**src/rtl/dot_accum.sv**
```systemverilog
// Dot-product accumulator: sums LEN unsigned products and offers the sum on a valid/ready port.
// Latency: out_vld registers one cycle after the LEN-th accepted beat; in_rdy is low while a result is held.
// Backpressure: out_rdy low holds the result stable. DOT_ACCUM_SAT_EN selects saturating accumulation.
module dot_accum #(
   parameter int BIT_SZ = 16,
   parameter int ACC_SZ = 24,
   parameter int LEN    = 8
) (
   input  logic              clk,
   input  logic              rst,
   input  logic              clr,
   input  logic              in_vld,
   output logic              in_rdy,
   input  logic [BIT_SZ-1:0] in_data,
   output logic              out_vld,
   input  logic              out_rdy,
   output logic [ACC_SZ-1:0] out_sum,
   output logic              out_ovf
);

   localparam int CNT_W = (LEN > 1) ? $clog2(LEN) : 1;
   localparam logic [CNT_W-1:0] LAST = CNT_W'(LEN - 1);

   typedef enum logic {ACCUM, HOLD} state_t;

   state_t            state;
   logic [CNT_W-1:0]  cnt;
   logic [ACC_SZ-1:0] acc;
   logic [ACC_SZ-1:0] acc_nxt;
   logic [ACC_SZ:0]   sum_raw;
   logic              ovf;
   logic              carry;
   logic              accept;

   assign in_rdy  = (state == ACCUM) && !clr;
   assign accept  = in_vld && in_rdy;
   assign sum_raw = {1'b0, acc} + (ACC_SZ+1)'(in_data);
   assign carry   = sum_raw[ACC_SZ];

`ifdef DOT_ACCUM_SAT_EN
   // once saturated, the accumulator pins at all ones for the rest of the vector
   assign acc_nxt = (carry || ovf) ? '1 : sum_raw[ACC_SZ-1:0];
`else
   assign acc_nxt = sum_raw[ACC_SZ-1:0];
`endif

   always_ff @(posedge clk or posedge rst) begin
      if (rst) begin
         state   <= ACCUM;
         cnt     <= '0;
         acc     <= '0;
         ovf     <= 1'b0;
         out_sum <= '0;
         out_vld <= 1'b0;
         out_ovf <= 1'b0;
      end else begin
         case (state)
            ACCUM: begin
               if (clr) begin
                  acc <= '0;
                  cnt <= '0;
                  ovf <= 1'b0;
               end else if (accept) begin
                  if (cnt == LAST) begin
                     out_sum <= acc_nxt;
                     out_ovf <= ovf | carry;
                     out_vld <= 1'b1;
                     acc     <= '0;
                     cnt     <= '0;
                     ovf     <= 1'b0;
                     state   <= HOLD;
                  end else begin
                     acc <= acc_nxt;
                     cnt <= cnt + CNT_W'(1);
                     ovf <= ovf | carry;
                  end
               end
            end
            HOLD: begin
               if (out_rdy) begin
                  out_vld <= 1'b0;
                  state   <= ACCUM;
               end
            end
            default: state <= ACCUM;
         endcase
      end
   end

endmodule

```
**config.mk**
```make
export PLATFORM = sky130hd
export DESIGN_NAME = dot_accum
export DESIGN_NICKNAME = d
export VERILOG_FILES = /design/src/rtl/dot_accum.sv
export SDC_FILE = /design/constraint.sdc
export NUM_CORES = 1
export LEC_CHECK = 0
export ABC_AREA = 1
export CAP_MARGIN = 0
export CORE_MARGIN = 4
export CORE_UTILIZATION = 56
export CTS_CLUSTER_DIAMETER = 30
export DETAILED_ROUTE_END_ITERATION = 6
export PLACE_DENSITY = 0.81
export RECOVER_POWER = 50
export REMOVE_ABC_BUFFERS = 1
export SYNTH_ARGS = -nofsm -noshare
export SYNTH_HDL_FRONTEND = slang
export SYNTH_SLANG_ARGS = --single-unit
export TNS_END_PERCENT = 50
```
**constraint.sdc**
```tcl
create_clock -name clk -period 2.51 [get_ports clk]
set_input_delay 0.3765 -clock clk [delete_from_list [all_inputs] [get_ports clk]]
set_output_delay 0.3765 -clock clk [all_outputs]
set_load 0.01 [all_outputs]
```
==> impl_metrics.prom <==
# TYPE chip_impl_metric gauge
chip_impl_metric{name="post-place-cells",unit=""} 627
chip_impl_metric{name="grt_usage",unit="%"} 23.51
chip_impl_info{name="unrepaired_setup_endpoints_after_global_routing",value="no"} 1
chip_impl_metric{name="reg2reg_slack",unit="ns"} 0.44
chip_impl_metric{name="netlist_instances",unit=""} 509
chip_impl_metric{name="core_region_area",unit="sq mm"} 0.006026
chip_impl_metric{name="cap_violations",unit=""} 0
chip_impl_metric{name="synth_async_sr_flop_share",unit="%"} 100.0
chip_impl_metric{name="drt-pass1-iter-count",unit=""} 5
chip_impl_info{name="crit_path_start_kind",value="input pin"} 1
chip_impl_metric{name="total_leakage_power",unit="nW"} 2.269
chip_impl_info{name="cts_tree",value="done"} 1
chip_impl_info{name="endpoint_kind",value="flop"} 1
chip_impl_info{name="min_path_type",value="flop to flop"} 1
chip_impl_metric{name="synth-warning-count",unit=""} 0
chip_impl_metric{name="die_height",unit="um"} 87.70
chip_impl_metric{name="final.setup_skew",unit="ns"} 0.009028
chip_impl_metric{name="drtAntennaViolNets",unit=""} 0
chip_impl_metric{name="synth-seq-area-share",unit="%"} 38.69
chip_impl_metric{name="route.detailed.wl_per_inst",unit="um"} 13.10
chip_impl_info{name="synth_ff_type",value="dfrtp_1"} 1
chip_impl_metric{name="route.final.wire_length",unit="um"} 8320
chip_impl_metric{name="peakVddDrop",unit="mV"} 0.3516
chip_impl_metric{name="fmaxAchievable",unit="GHz"} 0.4519
chip_impl_metric{name="period_minus_ws_final",unit="ns"} 2.213
chip_impl_metric{name="drt_iter0_markers",unit=""} 221
chip_impl_metric{name="clock_insertion_delay_worst_skew",unit="ns"} 0.32
chip_impl_metric{name="clkTransAtPathRegs",unit="ns"} 0.10
chip_impl_metric{name="synth.cell_area",unit="sq mm"} 0.003557
chip_impl_info{name="netlist_top_cells_count",value="nand2_1 (215), inv_1 (70), dfrtp_1 (55), nand3_1 (38), nor2_1 (21)"} 1
chip_impl_metric{name="synth_cell_type_count",unit=""} 30
chip_impl_metric{name="io-pin-count",unit=""} 48
chip_impl_metric{name="hold_viol_final",unit=""} 0
chip_impl_metric{name="worst-slew-pin-transition",unit="ns"} 1.045
chip_impl_metric{name="drv_slew",unit=""} 0
chip_impl_info{name="yosys.cell_count.top_type",value="nand2_1"} 1
chip_impl_metric{name="grt_overflow",unit=""} 0
chip_impl_info{name="worstSetupPathType",value="input pin to flop"} 1
chip_impl_metric{name="synth.ff_latch_count",unit=""} 55
chip_impl_metric{name="antenna-diode-count",unit=""} 0
chip_impl_metric{name="routabilityCongestion",unit=""} 0.9418
chip_impl_metric{name="placement.io_buffers",unit=""} 47
chip_impl_metric{name="worstPathArrival",unit="ns"} 2.43
chip_impl_metric{name="final_core_util",unit="%"} 70.22
chip_impl_metric{name="cp.required",unit="ns"} 2.73
chip_impl_metric{name="synthesis.area_per_instance",unit="sq um"} 6.989
chip_impl_metric{name="max-slew-margin-rel",unit="%"} 30.28
chip_impl_metric{name="largest_net_degree_at_the_start_of_global_routing",unit=""} 37
chip_impl_info{name="run_status",value="complete, no violations"} 1
chip_impl_metric{name="area_growth",unit="%"} 18.96
chip_impl_metric{name="dp.final_hpwl",unit="um"} 6216
chip_impl_info{name="root_buffer",value="clkbuf_8"} 1
chip_impl_metric{name="fraction_of_synthesized_cell_area_taken_by_the_top_area_cell_type",unit="%"} 38.69
chip_impl_info{name="post_synth_main_area_contributors",value="dfrtp_1 (39%), nand2_1 (23%), inv_1 (7.4%), ha_1 (6.3%), nand3_1 (5.3%)"} 1
chip_impl_info{name="netlist.top_cell.by_area",value="dfrtp_1"} 1
chip_impl_metric{name="h-tree-depth",unit=""} 2
chip_impl_metric{name="design.final.nets",unit=""} 599
chip_impl_metric{name="layoutNonFillerInstCount",unit=""} 635
chip_impl_metric{name="number_of_antenna_violations_at_the_first_check_in_global_routing",unit=""} 0
chip_impl_metric{name="cts_post_setup_buffers_inserted",unit=""} 0
chip_impl_metric{name="powerDensity",unit="mW/mm^2"} 560.1
chip_impl_metric{name="die_x",unit="um"} 87.70
chip_impl_metric{name="routed_via_density",unit=""} 5.274
chip_impl_metric{name="number_of_global_route_vias_before_repair",unit=""} 3206
chip_impl_metric{name="grt_first_pass_wirelength",unit="um"} 14350
chip_impl_metric{name="synth-edff-count",unit=""} 0
chip_impl_metric{name="cts_repair_resize_count",unit=""} 0
chip_impl_metric{name="start_util",unit="%"} 59.03
chip_impl_metric{name="dieArea",unit="sq mm"} 0.007691
chip_impl_metric{name="cts_buffers",unit=""} 5
chip_impl_metric{name="num_vias",unit=""} 3349
chip_impl_metric{name="clock_sinks",unit=""} 55
chip_impl_metric{name="drcViolationCount",unit=""} 0
chip_impl_metric{name="final.period_utilization",unit="%"} 88.16
chip_impl_metric{name="timing.final.setup_violations",unit=""} 0
chip_impl_metric{name="ctsHoldBuffers",unit=""} 0
chip_impl_metric{name="clock_path_buffers",unit=""} 2
chip_impl_metric{name="critical_path.max_fanout",unit=""} 4
chip_impl_metric{name="final_layout_size_suffix_gt1_share",unit="%"} 6.429
chip_impl_metric{name="fp-row-count",unit=""} 28
[report_power, final]
| group | leakage (nW) | internal, W | total (W) | switching (W) |
|---|---|---|---|---|
| sequential | 0.738 | 0.000946 | 0.000984 | 0.0000378 |
| combinational | 1.47 | 0.000257 | 0.000681 | 0.000423 |
| clock | 0.0644 | 0.000398 | 0.000705 | 0.000307 |
| total | 2.27 | 0.00160 | 0.00237 | 0.000769 |
[layout make-up]
| cell class | instances | area [sq um] |
|---|---|---|
| Multi-Input combinational cell | 371 | 1849 |
| Fill cell | 517 | 1794 |
| Sequential cell | 55 | 1376 |
| Timing Repair Buffer | 51 | 494.2 |
| Inverter | 75 | 281.5 |
| Tap cell | 75 | 93.84 |
| Clock buffer | 5 | 68.82 |
| Clock inverter | 3 | 67.56 |
[metrics by stage]
stage	setup TNS, ns	instance area [sq um]	power, W	setup WS [ns]	hold slack [ns]
5_1_grt	0	4232	0.002521	0.1248	0.5008
3_5_place_dp	-0.06010	4119	0.001680	-0.02589	0.4572
6_report	0	4232	0.002370	0.2973	0.4760
2_1_floorplan	0	3512	0.001478	0.6858	0.4530
4_1_cts	0	4255	0.002385	0.3257	0.4532
3_3_place_gp	0	4119	0.001664	0.07607	0.4572
[cells in the final DEF (no fill, tap or decap)]
cell,Yosys,routed
nor2_2,3,3
xnor2_1,7,7
clkbuf_2,0,1
or2_1,1,1
nand3_1,38,39
o22ai_1,1,1
dlygate4sd3_1,0,7
clkbuf_1,1,1
o211ai_2,1,1
a32o_1,2,2
buf_4,0,2
bufinv_16,0,2
o21ai_1,6,5
clkbuf_8,0,5
nand3b_1,3,3
a21oi_1,6,6
clkinvlp_4,0,1
clkdlybuf4s50_1,0,40
nor3_1,1,1
xor2_1,3,3
dfrtp_1,55,55
nor2_1,21,21
nor2_4,5,5
ha_1,18,18
inv_2,5,5
a22o_1,1,1
nand4_1,8,8
nand2_2,8,8
a21oi_2,1,1
inv_1,70,70
nand3_2,2,1
o21ai_0,18,19
nor3_2,1,1
nand2_1,215,215
fa_1,1,1
[per-layer routing]
layer | routed length [um] | track usage, % | vias to the layer above
met3 | 479 | 4.045 | 12
met5 | 0 | 0 | -
li1 | - | - | 1685
met1 | 3780 | 31.90 | 1562
met4 | 123 | 6.695 | 0
met2 | 3936 | 38.77 | 90
[worst max-delay path: stages]
cell and delay (ns):
clkdlybuf4s50_1 0.46, ha_1 0.16, inv_1 0.06, fa_1 0.40, inv_1 0.09, nand3_1 0.06, nand3_1 0.12, nand2_1 0.07
nand2_1 0.16, nand2_1 0.09, nand2_1 0.10, nand3_1 0.10, nand3_1 0.11, nand2_1 0.06
[kinds of logic after synthesis]
| family | Yosys count | synth area share [%] |
|---|---|---|
| xor+xnor | 10 | 2.462 |
| buf+inv | 83 | 9.180 |
| fa+ha+maj | 19 | 6.894 |
| simple gates | 306 | 36.97 |
| compound gates | 36 | 5.804 |
| flops | 55 | 38.69 |
[path summary, 6_finish.rpt]
path                       cells past startpoint        from    endpoint
max                                           14  in_data[0]     acc[20]
min                                            2  out_sum[0]  out_sum[0]
max reg2reg                                   13      acc[0]     acc[20]
min reg2reg                                    2  out_sum[0]  out_sum[0]
max in group asynchronous                      3         rst     acc[23]
min in group asynchronous                      2         rst      cnt[2]
[registers in the layout, indices dropped and copies added (netlist names)]
signal	flops
out_vld	1
out_sum	24
out_ovf	1
cnt	3
state	1
ovf	1
acc	24
Power figures use the tool's default switching activity.
